**src/rtl/wordle_guess_buffer.sv**
```systemverilog
// Guess entry buffer for a Wordle-style game: collects up to five letters from Sel presses and hands them to a checker.
// Define GUESS_REJECT_EN to add the guess_reject input, which lets the checker bounce a guess back for editing.
module wordle_guess_buffer #(
  parameter int MAX_GUESSES = 6
) (
  input  logic        Clk,
  input  logic        reset_n,
  input  logic        Start,
  input  logic        Ack,
  input  logic        Sel,
  input  logic [7:0]  curr_letter,
  input  logic        guess_ack,
`ifdef GUESS_REJECT_EN
  input  logic        guess_reject,
`endif
  output logic [39:0] guess,
  output logic [2:0]  letter_cnt,
  output logic [2:0]  guess_num,
  output logic        guess_valid,
  output logic        q_I,
  output logic        q_Entry,
  output logic        q_Submit,
  output logic        q_Done
);

  typedef enum logic [3:0] {
    QI     = 4'b1000,
    QENTRY = 4'b0100,
    QSUBMIT= 4'b0010,
    QDONE  = 4'b0001
  } state_t;

  localparam logic [39:0] BLANK     = {5{8'h20}};
  localparam logic [7:0]  KEY_DEL   = 8'h2C;
  localparam logic [7:0]  KEY_ENTER = 8'h2E;

  state_t      state, state_next;
  logic        sel_q;
  logic        press;
  logic        is_alpha;
  logic [39:0] guess_next;
  logic [2:0]  cnt_next;
  logic [2:0]  num_next;

  assign press    = Sel & ~sel_q;
  assign is_alpha = (curr_letter >= 8'h41) && (curr_letter <= 8'h5A);

  always_ff @(posedge Clk or negedge reset_n) begin
    if (!reset_n) begin
      state      <= QI;
      sel_q      <= 1'b0;
      guess      <= BLANK;
      letter_cnt <= 3'd0;
      guess_num  <= 3'd0;
    end else begin
      state      <= state_next;
      sel_q      <= Sel;
      guess      <= guess_next;
      letter_cnt <= cnt_next;
      guess_num  <= num_next;
    end
  end

  always_comb begin
    state_next = state;
    guess_next = guess;
    cnt_next   = letter_cnt;
    num_next   = guess_num;
    case (state)
      QI: begin
        if (Start) begin
          guess_next = BLANK;
          cnt_next   = 3'd0;
          num_next   = 3'd0;
          state_next = QENTRY;
        end
      end
      QENTRY: begin
        if (press) begin
          if (is_alpha) begin
            if (letter_cnt < 3'd5) begin
              for (int i = 0; i < 5; i++)
                if (3'(i) == letter_cnt) guess_next[39 - 8*i -: 8] = curr_letter;
              cnt_next = letter_cnt + 3'd1;
            end
          end else if (curr_letter == KEY_DEL) begin
            if (letter_cnt != 3'd0) begin
              for (int i = 0; i < 5; i++)
                if (3'(i) == letter_cnt - 3'd1) guess_next[39 - 8*i -: 8] = 8'h20;
              cnt_next = letter_cnt - 3'd1;
            end
          end else if (curr_letter == KEY_ENTER) begin
            if (letter_cnt == 3'd5) state_next = QSUBMIT;
          end
        end
      end
      QSUBMIT: begin
        // A rejected guess goes back for editing untouched, even if the checker also acked it.
`ifdef GUESS_REJECT_EN
        if (guess_reject) begin
          state_next = QENTRY;
        end else
`endif
        if (guess_ack) begin
          num_next   = guess_num + 3'd1;
          guess_next = BLANK;
          cnt_next   = 3'd0;
          state_next = (guess_num + 3'd1 == 3'(MAX_GUESSES)) ? QDONE : QENTRY;
        end
      end
      QDONE: begin
        if (Ack) state_next = QI;
      end
      default: state_next = QI;
    endcase
  end

  assign guess_valid = (state == QSUBMIT);
  assign q_I         = state[3];
  assign q_Entry     = state[2];
  assign q_Submit    = state[1];
  assign q_Done      = state[0];

endmodule

```
**config.mk**
```make
export PLATFORM = sky130hd
export DESIGN_NAME = wordle_guess_buffer
export DESIGN_NICKNAME = d
export VERILOG_FILES = /design/src/rtl/wordle_guess_buffer.sv
export SDC_FILE = /design/constraint.sdc
export NUM_CORES = 1
export LEC_CHECK = 0
export CAP_MARGIN = 20
export CORE_ASPECT_RATIO = 1.75
export CORE_UTILIZATION = 45
export DETAILED_ROUTE_END_ITERATION = 8
export PLACE_DENSITY = 0.77
export SETUP_SLACK_MARGIN = 0.1
export SYNTH_ARGS = -nofsm -noshare
export SYNTH_HDL_FRONTEND = slang
export SYNTH_SLANG_ARGS = --single-unit
export TNS_END_PERCENT = 50
```
**constraint.sdc**
```tcl
create_clock -name Clk -period 2.6 [get_ports Clk]
set_input_delay 0.39 -clock Clk [delete_from_list [all_inputs] [get_ports Clk]]
set_output_delay 0.39 -clock Clk [all_outputs]
set_load 0.01 [all_outputs]
```
==> impl_metrics.yaml <==
synth:
  synthTopCellsByCount: "dfrtp_1, mux2_4, ha_1, nand2_1"
  synth_adder_area_share_pct: 4.715
  synth_most_common_cell: "dfrtp_1"
  synth_mux_area_share_pct: 18.34
  synth_edf_count: 0
  synth_seq_cells: 51
  synth_top_family_by_area: "multiplexers"
  async_flop_share_pct: 100.0
  synth_top_area_share_pct: 42.43
  synth_top_area_cell: "dfrtp_1"
  syn_nets: 228
  synthCells: 204
  synth_area_sq_um: 2654
  synth_xor_area_share_pct: 0.9901
  yosys_warnings: 0
  synth.area.top_cells: "dfrtp_1, mux2_4, dfstp_2"
  synth_flop_cell: "dfrtp_1"
  synth_cell_types: 44
  synthSimpleGateAreaFrac_pct: 11.93
  yosysSeqAreaShare_pct: 48.37
  postSynthAreaPerCell_sq_um: 13.01
  synth-compound-area-share_pct: 13.25
sta:
  grt_setup_unrepaired: "yes"
  fin_crit_ns: 2.454
  slew_violations: 0
  hold_slack_ns: 0.1666
  hold_viol: 0
  fin_skew_ns: 0.007273
  setup_viol: 0
  post-route-period-util_pct: 94.38
  fmax_mhz: 407.5
  max_slew.worst_pin.slew_ns: 0.6273
  relSlewSlack_pct: 58.18
floorplan:
  ios: 65
  num_rows: 36
  die_y_um: 103.6
  fp.coreArea_sq_um: 5630
  start_util_pct: 47.13
  die_area_sq_um: 6221
  die_x_um: 60.05
global_routing:
  track_usage_pct: 20.40
  gr-total-overflow: 0
  grt_start_max_net_pins: 52
  antenna_found_initial: 0
  grt_pass1_wl_um: 9577
  grt_pass1_vias: 1876
clocking:
  cts-root-buf: "clkbuf_8"
  clk_pin_slew_ns: 0.10
  hold_buffers: 0
  numClockSinks: 51
  clk_latency_ns: 0.31
  cts-buffers-inserted: 5
  clockBufferDepth: 2
  cts_tree: "built"
  h-tree-depth: 2
routing:
  firstDrtPassIters: 4
  drc: 0
  wl_per_cell_um: 16.09
  ant_nets: 0
  drt_iter0_drc: 91
  via_per_inst: 5.198
  vias: 1913
  drt-total-wl_um: 5920
worst_setup_path:
  startpoint_type: "flop"
  crit_arrival_ns: 2.65
  crit_type: "reg -> reg"
  cp.required_ns: 2.79
  cp_max_fo: 8
  critPathCaptureType: "flop"
cells_and_area:
  finalNetCount: 315
  synthToLayoutAreaGrowth_pct: 36.78
  drive_gt1_share_pct: 28.77
  fin_cells: 368
  n_antenna_cell: 0
hold_path:
  hold_class: "in -> async"
power:
  p_seq_share_pct: 33.3
  power_frac_clock_pct: 15.5
  power_mw: 3.114
  switchingPower_mw: 1.175
  peakVddDrop_mv: 0.4950
  power_frac_comb_pct: 51.2
  p_leak_nw: 1.678
  p_per_area_nw_per_um2: 857.9
  switching_share_pct: 37.75
  p_int_mw: 1.939
placement:
  post-place-cells: 358
  place_hpwl_um: 4437
  io_buffers: 64
  gp_congestion: 0.8552
run_status:
  status: "complete, no violations"
flow_run:
  cap_violations: 0
cell usage in the layout, fill, tap and decap left out, types with 3 or more instances in the layout:
cell             count
a21oi_1              7
a31o_2               3
a32o_1               3
and2_1               6
and3_1               5
buf_4               19
clkbuf_8             5
clkdlybuf4s50_1     63
dfrtp_1             45
dfstp_2              6
ha_1                10
inv_1                7
mux2_2               5
mux2_4              28
nand2_1              9
nor2_1               7
nor2b_1              3
nor3_1               3
nor3b_1              3
nor4b_2              3
o21ai_0              6
o21ai_4              4
o21bai_1             4
power by group through the flow:
stage	combinational [mW]	clock, mW	sequential, mW
detailed placement	1.56	0	1.05
floorplan	0.905	0	1.11
CTS	1.56	0.492	1.03
finish	1.60	0.483	1.04
global route	1.70	0.522	1.05
global placement	1.52	0	1.05
per-layer routing:
metal	part of all wire, %	track usage (%)	vias up	routed length (um)
met5	0	0	-	0
met4	2.0	8.306	0	121
met3	2.5	2.372	8	146
met2	52	33.65	49	3106
met1	43	26.24	939	2546
li1	-	-	917	-
final cells by class:
type                            count  area (sq um)
Clock buffer                        5         68.82
Tap cell                           76         95.09
Inverter                            7         26.28
Fill cell                         437          2001
Timing Repair Buffer               84         798.3
Sequential cell                    51          1284
Clock inverter                      3         28.78
Multi-Input combinational cell    142          1329
per-stage QoR:
step	area (sq um)	worst slack, ns	setup TNS (ns)	util (%)
after floorplan	2660	0.05925	0	-
after global placement	3501	-0.07688	-1.308	62.18
after detailed placement	3501	-0.1267	-3.286	62.18
after CTS	3598	0.1189	0	63.91
after global routing	3630	0.08227	0	64.47
final	3630	0.1461	0	64.47
registers in the layout (all words and copies together), names as in the netlist:
signal	cells
letter_cnt	3
state	4
guess	40
sel_q	1
guess_num	3
timing repair:
action,4_1_cts,5_1_grt
setup endpoints to repair,0,31
buffers inserted,0,2
gates resized for setup,0,4
worst paths after layout:
kind | startpoint | end | slack [ns] | cells past startpoint
worst max-delay path | state[1]$_DFFE_PN0P_ | guess[18]$_DFFE_PN0P_ | 0.15 | 7
worst min-delay path | reset_n | sel_q$_DFF_PN0_ | 0.17 | 2
worst max register to register | state[1]$_DFFE_PN0P_ | guess[18]$_DFFE_PN0P_ | 0.15 | 7
worst min register to register | guess[39]$_DFFE_PN0P_ | guess[39]$_DFFE_PN0P_ | 0.49 | 1
max in group asynchronous | reset_n | guess[36]$_DFFE_PN0P_ | 2.00 | 2
min in group Clk | guess[39]$_DFFE_PN0P_ | guess[39]$_DFFE_PN0P_ | 0.49 | 1
cells by family (layout without fill, tap and decap cells):
group                      after synthesis  in the layout
AOI/OAI and AO/OA                       42             42
adders and majority gates               10             10
and+or+nand+nor                         53             53
buffers and inverters                   11             99
xor gates and xnor gates                 3              3
DFF                                     51             51
muxes                                   34             34
critical path: stages (launching register included):
cell and delay (ns):
dfrtp_1 0.39, or4b_4 0.54, or2_4 0.25, a221oi_4 0.30
o31a_1 0.24, buf_12 0.14, o21ai_4 0.14, mux2_4 0.33
Note: power is estimated with default switching activity, not from simulation.
